File: src/rtl/alu_seq.sv
// alu_seq: clocked signed ALU. Add/sub complete in one cycle; multiply
// (shift-add on magnitudes) and divide (restoring on magnitudes) iterate
// one bit per cycle over WIDTH cycles. Results and flags are registered
// and change only on completion; the high word carries the product upper
// half or the remainder.
module alu_seq #(
    parameter int WIDTH = 16,
    parameter int OPW   = 4
) (
    input  logic             clk,
    input  logic             rst,
    input  logic             start,
    input  logic [OPW-1:0]   opcode,
    input  logic [WIDTH-1:0] op1,
    input  logic [WIDTH-1:0] op2,
    output logic             busy,
    output logic             done,
    output logic [WIDTH-1:0] out,
    output logic [WIDTH-1:0] hi,
    output logic             error,
    output logic             ovf,
    output logic             neg,
    output logic             zero
);

    localparam logic [OPW-1:0]   OP_ADD  = OPW'(0);
    localparam logic [OPW-1:0]   OP_SUB  = OPW'(1);
    localparam logic [OPW-1:0]   OP_MUL  = OPW'(4);
    localparam logic [OPW-1:0]   OP_DIV  = OPW'(5);
    localparam int               CW      = $clog2(WIDTH);
    localparam logic [CW-1:0]    LAST    = CW'(WIDTH - 1);
    localparam logic [WIDTH-1:0] MIN_VAL = {1'b1, {(WIDTH-1){1'b0}}};

    typedef enum logic [1:0] {IDLE, RUN, FIN} state_t;

    // Everything that is published on completion, loaded as one unit.
    typedef struct packed {
        logic [WIDTH-1:0] lo;
        logic [WIDTH-1:0] hi;
        logic             err;
        logic             ovf;
        logic             neg;
        logic             zero;
    } res_t;

    state_t           state_q, state_d;
    logic [CW-1:0]    cnt_q;
    logic [OPW-1:0]   opc_q;
    logic [WIDTH-1:0] a_q, b_q;      // raw accepted operands (signs, special cases)
    logic [WIDTH-1:0] acc_q;         // mul: partial product high / div: partial remainder
    logic [WIDTH-1:0] lo_q;          // mul: multiplier -> product low / div: dividend -> quotient
    logic [WIDTH-1:0] m_q;           // mul: multiplicand magnitude / div: divisor magnitude
    logic [WIDTH-1:0] acc_nx, lo_nx;
    logic [WIDTH:0]   mul_sum;
    logic [WIDTH-1:0] div_sh;
    logic             div_ge;
    logic [2*WIDTH-1:0] prod_mag, prod;
    logic [WIDTH-1:0] quo, rem;
    res_t             res_q, res_d, iter_res;
    logic             accept, load_res;

    function automatic logic is_iter(input logic [OPW-1:0] opc);
        return (opc == OP_MUL) || (opc == OP_DIV);
    endfunction

    // Two's-complement magnitude; the most negative value maps to 2^(WIDTH-1) unsigned.
    function automatic logic [WIDTH-1:0] mag(input logic [WIDTH-1:0] x);
        return x[WIDTH-1] ? -x : x;
    endfunction

    // Single-cycle operations: add, sub, and the illegal-opcode result.
    function automatic res_t fast_res(input logic [OPW-1:0] opc,
                                      input logic [WIDTH-1:0] a,
                                      input logic [WIDTH-1:0] b);
        res_t r;
        r = '0;
        case (opc)
            OP_ADD: begin
                r.lo  = a + b;
                r.ovf = (a[WIDTH-1] == b[WIDTH-1]) && (r.lo[WIDTH-1] != a[WIDTH-1]);
            end
            OP_SUB: begin
                r.lo  = a - b;
                r.ovf = (a[WIDTH-1] != b[WIDTH-1]) && (r.lo[WIDTH-1] != a[WIDTH-1]);
            end
            default: r.err = 1'b1;
        endcase
        r.neg  = r.lo[WIDTH-1];
        r.zero = (r.lo == '0);
        return r;
    endfunction

    assign accept = start && (state_q != RUN);

    // State register.
    always_ff @(posedge clk) begin
        // NOTE: clocked state is assigned with <= so every register samples pre-edge values.
        if (rst) state_q <= IDLE;
        else     state_q <= state_d;
    end

    // Next-state logic; an add/sub accepted during FIN takes one RUN cycle so done can drop.
    always_comb begin
        // NOTE: default assignment first so no path leaves state_d unassigned (no latch).
        state_d = state_q;
        unique case (state_q)
            IDLE, FIN: begin
                if (accept) begin
                    if (is_iter(opcode) || state_q == FIN) state_d = RUN;
                    else                                    state_d = FIN;
                end else begin
                    state_d = IDLE;
                end
            end
            RUN: begin
                if (!is_iter(opc_q) || cnt_q == LAST) state_d = FIN;
            end
            default: state_d = IDLE;
        endcase
    end

    // Outputs decoded from state and the registered result.
    always_comb begin
        busy  = (state_q == RUN);
        done  = (state_q == FIN);
        out   = res_q.lo;
        hi    = res_q.hi;
        error = res_q.err;
        ovf   = res_q.ovf;
        neg   = res_q.neg;
        zero  = res_q.zero;
    end

    // One iteration step: shift-add for mul, restoring subtract for div.
    always_comb begin
        mul_sum = {1'b0, acc_q} + (lo_q[0] ? {1'b0, m_q} : '0);
        div_sh  = {acc_q[WIDTH-2:0], lo_q[WIDTH-1]};
        div_ge  = (div_sh >= m_q);
        if (opc_q == OP_MUL) begin
            acc_nx = mul_sum[WIDTH:1];
            lo_nx  = {mul_sum[0], lo_q[WIDTH-1:1]};
        end else begin
            acc_nx = div_ge ? div_sh - m_q : div_sh;
            lo_nx  = {lo_q[WIDTH-2:0], div_ge};
        end
    end

    // Final sign fix-up and flags for the iterative ops, taken from the last step.
    always_comb begin
        prod_mag = {acc_nx, lo_nx};
        prod     = (a_q[WIDTH-1] ^ b_q[WIDTH-1]) ? -prod_mag : prod_mag;
        quo      = (a_q[WIDTH-1] ^ b_q[WIDTH-1]) ? -lo_nx : lo_nx;
        rem      = a_q[WIDTH-1] ? -acc_nx : acc_nx;
        iter_res = '0;
        if (opc_q == OP_MUL) begin
            iter_res.lo   = prod[WIDTH-1:0];
            iter_res.hi   = prod[2*WIDTH-1:WIDTH];
            iter_res.ovf  = (prod[2*WIDTH-1:WIDTH] != {WIDTH{prod[WIDTH-1]}});
            iter_res.neg  = prod[2*WIDTH-1];
            iter_res.zero = (prod == '0);
        end else if (b_q == '0) begin
            // Divide by zero: the iteration ran for timing only and is discarded.
            iter_res.err  = 1'b1;
            iter_res.lo   = '1;
            iter_res.hi   = a_q;
            iter_res.neg  = 1'b1;
            iter_res.zero = 1'b0;
        end else begin
            iter_res.lo   = quo;
            iter_res.hi   = rem;
            iter_res.ovf  = (a_q == MIN_VAL) && (b_q == '1);
            iter_res.neg  = quo[WIDTH-1];
            iter_res.zero = (quo == '0);
        end
    end

    // Result selection: fresh inputs when finishing straight from IDLE, latched operands from RUN.
    always_comb begin
        res_d = res_q;
        if (state_q == RUN) res_d = is_iter(opc_q) ? iter_res : fast_res(opc_q, a_q, b_q);
        else                res_d = fast_res(opcode, op1, op2);
    end

    assign load_res = (state_d == FIN);

    // Operand capture, iteration registers and the published result.
    always_ff @(posedge clk) begin
        if (rst) begin
            cnt_q <= '0;
            opc_q <= '0;
            a_q   <= '0;
            b_q   <= '0;
            acc_q <= '0;
            lo_q  <= '0;
            m_q   <= '0;
            res_q <= '0;
        end else begin
            if (accept) begin
                cnt_q <= '0;
                opc_q <= opcode;
                a_q   <= op1;
                b_q   <= op2;
                acc_q <= '0;
                lo_q  <= (opcode == OP_MUL) ? mag(op2) : mag(op1);
                m_q   <= (opcode == OP_MUL) ? mag(op1) : mag(op2);
            end else if (state_q == RUN) begin
                cnt_q <= cnt_q + CW'(1);
                acc_q <= acc_nx;
                lo_q  <= lo_nx;
            end
            if (load_res) res_q <= res_d;
        end
    end

endmodule

File: config.mk
export PLATFORM = sky130hd
export DESIGN_NAME = alu_seq
export DESIGN_NICKNAME = d
export VERILOG_FILES = /design/src/rtl/alu_seq.sv
export SDC_FILE = /design/constraint.sdc
export NUM_CORES = 1
export LEC_CHECK = 0
export BUFFER_PORTS_ARGS = -buffer_cell sky130_fd_sc_hd__buf_2
export CORE_MARGIN = 3
export CORE_UTILIZATION = 43
export DETAILED_ROUTE_END_ITERATION = 6
export HOLD_SLACK_MARGIN = 0.1
export PLACE_DENSITY_LB_ADDON = 0.25
export SLEW_MARGIN = 20
export SYNTH_ARGS = -nofsm -noshare
export SYNTH_HDL_FRONTEND = slang
export SYNTH_SLANG_ARGS = --single-unit
File: constraint.sdc
create_clock -name clk -period 7.59 [get_ports clk]
set_clock_uncertainty 0.2 [all_clocks]
set_input_delay 0.3795 -clock clk [delete_from_list [all_inputs] [get_ports clk]]
set_output_delay 0.3795 -clock clk [all_outputs]
set_load 0.05 [all_outputs]
Yosys cells after proc, flatten, opt, wreduce, memory -nomap -nowiden
Cells that the tools add are included.
{"block": "classes", "addsub": 12, "multipliers": 0, "div_mod_pow": 0, "n_lt_le_gt_ge": 1, "eq_ne": 22, "shifts": 0, "mux": 34, "bitwise": 1, "n_reduce_logical": 24}
{"op": "16-bit two-way mux", "n": 14}
{"op": "32-bit two-way mux", "n": 3}
{"op": "36-bit two-way mux", "n": 2}
{"op": "16-bit zero test", "n": 4}
{"op": "16-bit negation", "n": 4}
{"op": "16-bit one-hot mux with 2 select lines", "n": 2}
{"op": "16-bit subtractor", "n": 3}
{"op": "16-bit adder", "n": 2}
{"op": "16-bit == test (second input constant)", "n": 2}
{"op": "32-bit zero test", "n": 1}
{"op": "32-bit negation", "n": 1}
{"op": "16-bit by 16-bit adder with 17-bit output", "n": 1}
{"op": "4-bit by 3-bit == test with 1-bit output (second input constant)", "n": 4}
{"op": "16-bit >= comparator", "n": 1}
{"op": "16-bit inequality test", "n": 1}
{"op": "4-bit by 1-bit == test with 1-bit output (second input constant)", "n": 2}
{"op": "4-bit zero test", "n": 2}
{"op": "2-bit two-way mux", "n": 4}
{"op": "2-bit OR reduction", "n": 4}
{"op": "1-bit logical AND", "n": 6}
{"op": "1-bit inequality test", "n": 6}
{"op": "1-bit two-way mux", "n": 5}
{"op": "4-bit by 1-bit adder with 4-bit output (second input constant)", "n": 1}
{"op": "2-bit == test (second input constant)", "n": 2}
{"op": "other kinds (12)", "n": 17}
{"block": "word_totals", "regBits": 126, "latch_bits": 0, "ramBits": 0, "mem_bits_ro": 0, "input_bits": 39, "output_inout_bits": 38, "word_cells": 108, "mem_count": 0}

Depth between registers and ports, before layout
{"block": "logic_depth", "word_depth": 10, "mapped_depth": 23, "ltp_nobuf": 22}

Worst setup path before layout
Ideal clock, no wire load.
{"block": "synth_path", "path_kind": "flip-flop to flip-flop", "start": "register m_q[5]", "end": "register res_q, in the netlist ovf", "setup_ns": 0.132, "arrival_ns": 4.306, "t_required_ns": 7.258, "slack_ns": 2.953, "path_stages_with_launch": 23, "cell_sequence": "dfxtp_1 > inv_1 > ha_1 > a211oi_2 > o21bai_2 > nor4_4 > o21ai_1 > buf_2 > nor2_1 > o21bai_1 > ha_1 > o21ai_0 > nor2_1 > and3_1 > and3_1 > and4_1 > a21oi_1 > xnor2_1 > nand3_1 > and4b_1 > o21ai_1 > a21oi_1 > o41ai_2"}
{"block": "synth_via", "elab_chain_len": 9}
{"element": "from (decl)", "line_no": "52", "source": "logic [WIDTH-1:0] m_q;"}
{"element": "from (signal assigned)", "line_no": "205", "source": "m_q <= (opcode == OP_MUL) ? mag(op1) : mag(op2);"}
{"element": "16-bit two-way mux, or another cell as far along", "line_no": "136", "source": "mul_sum = {1'b0, acc_q} + (lo_q[0] ? {1'b0, m_q} : '0);"}
{"element": "16-bit by 16-bit adder with 17-bit output / 16-bit two-way mux (equally long branches)", "line_no": "136, 143"}
{"element": "16-bit two-way mux", "line_no": "139", "source": "if (opc_q == OP_MUL) begin"}
{"element": "32-bit negation", "line_no": "151", "source": "prod = (a_q[WIDTH-1] ^ b_q[WIDTH-1]) ? -prod_mag : prod_mag;"}
{"element": "32-bit two-way mux *", "line_no": "151"}
{"element": "16-bit inequality test *", "line_no": "158", "source": "iter_res.ovf = (prod[2*WIDTH-1:WIDTH] != {WIDTH{prod[WIDTH-1]}});"}
{"element": "3-bit two-way mux *", "line_no": "155", "source": "if (opc_q == OP_MUL) begin"}
{"element": "36-bit two-way mux * (2 in a row)", "line_no": "180", "source": "if (state_q == RUN) res_d = is_iter(opc_q) ? iter_res : fast_res(opc_q, a_q, b_q);"}
{"element": "to (signal assigned)", "line_no": "211", "source": "if (load_res) res_q <= res_d;"}
{"element": "to (decl)", "line_no": "59", "source": "res_t res_q, res_d, iter_res;"}
Every way passes the cells marked *; elsewhere a longest branch is shown, timed or not.
A chain may end at the register's enable or synchronous reset.

Worst setup path in the final report
{"block": "layout_path", "start": "register acc_q[4]", "end": "register res_q, in the netlist zero"}
{"block": "layout_via", "elab_chain_len": 9}
{"element": "from (decl)", "line_no": "50", "source": "logic [WIDTH-1:0] acc_q;"}
{"element": "from (signal assigned)", "line_no": "208", "source": "acc_q <= acc_nx;"}
{"element": "16-bit subtractor / 16-bit >= comparator (equally long branches)", "line_no": "143, 138"}
{"element": "16-bit two-way mux, on equally long branches", "line_no": "143, 139"}
{"element": "16-bit two-way mux / 16-bit negation (equally long branches)", "line_no": "139, 152"}
{"element": "32-bit negation / 16-bit two-way mux (equally long branches)", "line_no": "151, 152"}
{"element": "32-bit two-way mux / 16-bit zero test (equally long branches)", "line_no": "151, 173"}
{"element": "32-bit zero test / 2-bit two-way mux (equally long branches)", "line_no": "160, 161"}
{"element": "3-bit two-way mux *", "line_no": "155"}
{"element": "36-bit two-way mux * (2 in a row)", "line_no": "180"}
Marked as above.

==> results_dict.tcl <==
set metrics [dict create \
    outcome "complete, no violations" \
    post-route-util 0.492 \
    clk_pin_slew_ps 70 \
    cts.sinks 126 \
    final-seq-area_um2 2520 \
    drtPass1Iterations 6 \
    crit_type "reg -> reg" \
    wl_mm 46.7 \
    detailedPlace.worstSlack_ps 2080 \
    worstMarginPinSlew_ps 976 \
    seq_area_frac_synth 0.197 \
    muxShareOfSynthArea 0.0236 \
    placed_area_um2 13400 \
    diodes 0 \
    synth_top_cell_area_share 0.197 \
    syn_to_final_growth_pct 11.6 \
    place_hpwl_mm 35.7 \
    fin_ws_ps 2010 \
    drcViolationCount 0 \
    required_ps 7750 \
    finalCritPeriodShare 0.735 \
    dieHeight_um 178 \
    slew_headroom 0.346 \
    power_mw 2.62 \
    hold-worst-slack_ps 149 \
    synthFlopType "dfxtp_1" \
    final_cell_mix "nand2_1, a21oi_1, nor2_1, dfxtp_1, o21ai_0" \
    fillers 2925 \
    synth_fa_ha_area_frac 0.105 \
    final_common_cell "nand2_1" \
    synth.avg_cell_area_um2 7.11 \
    synth_xor_area_frac 0.0842 \
    powerDensity_nw_per_um2 184 \
    drtIter0Drc 1596 \
    grt_max_degree 74 \
    netlist_instances 1799 \
    io_pins 77 \
    coreArea_um2 29000 \
    fin_setup_tns_ps 0 \
    synth_compound_area_frac 0.290 \
    clkLatencyLatePin_ps 440 \
    fin_area_um2 14300 \
    die_area_um2 31800 \
    cts_root_buffer "clkbuf_16" \
    tritoncts "yes" \
    grt_pass1_vias 12200 \
    gp_congestion 0.985 \
    rsz0062_at_grt "false" \
    multiInputGateArea_um2 9490 \
    ant_nets 0 \
    drv_slew 0 \
    endpoint_kind "flip-flop" \
    initial_core_util 0.441 \
    drive_gt1_frac 0.0905 \
    nNetsFinal 1976 \
    post_drt_wl_per_cell_um 20.9 \
    die_w_um 178 \
    hp-start "op1[12]" \
    portBuffers 76 \
    cellLeakagePower_nw 5.79 \
    rows 62 \
    grt_pass1_wl_mm 71.1 \
    cts_made_buffers 17 \
    h-tree-depth 4 \
    yosys_warnings 0 \
    async_flop_share 0 \
    clockBufferDepth 2 \
    crit_arrival_ps 5740 \
    period_minus_slack_ps 5580 \
    holdCritPathClass "in -> reg" \
    synth_seq_cells 126 \
    drv_cap 0 \
    ys_top_cells_by_area "dfxtp_1, ha_1, nand2_1" \
    layout.cells.non_filler 2230 \
    num_vias 13600 \
    synth_edf_count 0 \
    vdd_ir_drop_max_mv 0.146 \
    synth_cell_type_count 89 \
    synth_simple_gate_area_frac 0.237 \
    synth_top_family_by_area "compound AO/OA/AOI/OAI gates" \
    grt_usage 0.289 \
    syn_nets 1942 \
    setup_viol 0 \
    r2r_start "acc_q[4]$_SDFFE_PP0P_" \
    crit_path_start_kind "flip-flop" \
    hold_viol_final 0 \
    path_max_fanout 20 \
    grt_overflow 0 \
    fmax_mhz 179 \
    syn-cell-area_um2 12800 \
    placed_cells 2169 \
    critPathLaunch "acc_q[4]$_SDFFE_PP0P_" \
    antenna_found_initial 1 \
    viasPerCell 6.09 \
    yosys.area.top_type "dfxtp_1" \
]
## critical path, stage by stage, from the launching register on
cell and delay, ps:
dfxtp_1 360, ha_1 390, a211oi_2 300, o21bai_2 160, nor4_4 400, o21a_1 750
mux2i_1 310, or2_0 270, ha_1 230, nand2_1 60, a221oi_1 340, and2_1 250
nand4_1 280, o31ai_4 290, xnor2_1 140, nor4_1 290, nand4_1 130, o211a_1 150
o311ai_2 190
## state kept, by name (all words and copies together) (netlist names), 2 cells and up
name / count
a_q: 16
acc_q: 16
b_q: 16
hi: 16
lo_q: 16
m_q: 16
out: 16
cnt_q: 4
opc_q: 4
state_q: 2
## report_power, final
part           switching (mW)  internal (mW)  total [mW]
sequential             0.0569          0.695       0.752
clock                   0.398          0.443       0.840
combinational           0.671          0.359        1.03
## Yosys cell counts, types with 31 or more instances
library cell / number
nand3_1: 31
inv_1: 100
dfxtp_1: 126
xnor2_1: 81
a21oi_1: 171
nor2_1: 170
o21ai_0: 102
clkbuf_1: 87
nor3_1: 46
xor2_1: 42
ha_1: 98
nand2_1: 243
a211oi_1: 59
## worst paths after layout
kind / endpoint / slack [ps] / cells past startpoint
min reg2reg: hi[11]$_SDFFE_PP0N_ / 250 / 2
min: a_q[12]$_SDFFE_PP0P_ / 150 / 3
max: zero$_SDFFE_PP0N_ / 2010 / 18
max reg2reg: zero$_SDFFE_PP0N_ / 2010 / 18
## cell type report
| cell class | count | share of cell area |
|---|---|---|
| multi-input combinational | 1467 | 0.665 |
| sequential | 126 | 0.177 |
| timing repair buffer | 121 | 0.0568 |
| tap | 384 | 0.0337 |
| clock buffer | 17 | 0.0298 |
| inverter | 100 | 0.0263 |
| clock inverter | 15 | 0.0117 |
## timing repair
action | in CTS | in global routing
setup buffers | 0 | 0
resized for setup | 0 | 0
hold endpoints to repair | 28 | 0
hold buffers | 28 | 0
## metal layers
metal  up-vias  wire (µm)  GRT usage  share of wire
li1       6513          -          -              -
met1      6332      20900      0.416           0.45
met2       645      20300      0.443           0.44
met3        79       4180     0.0490          0.089
met4         2       1190     0.0838          0.025
met5         -         18          0        0.00039
## logic make-up (layout without fill, tap and decap cells)
kind of cell,after synthesis,in the layout
AOI/OAI and AO/OA,565,565
xor gates and xnor gates,123,123
adders and majority gates,104,104
buffers and inverters,206,253
DFF,126,126
muxes,30,30
and+or+nand+nor,645,645
Note: power is estimated with default switching activity, not from simulation.
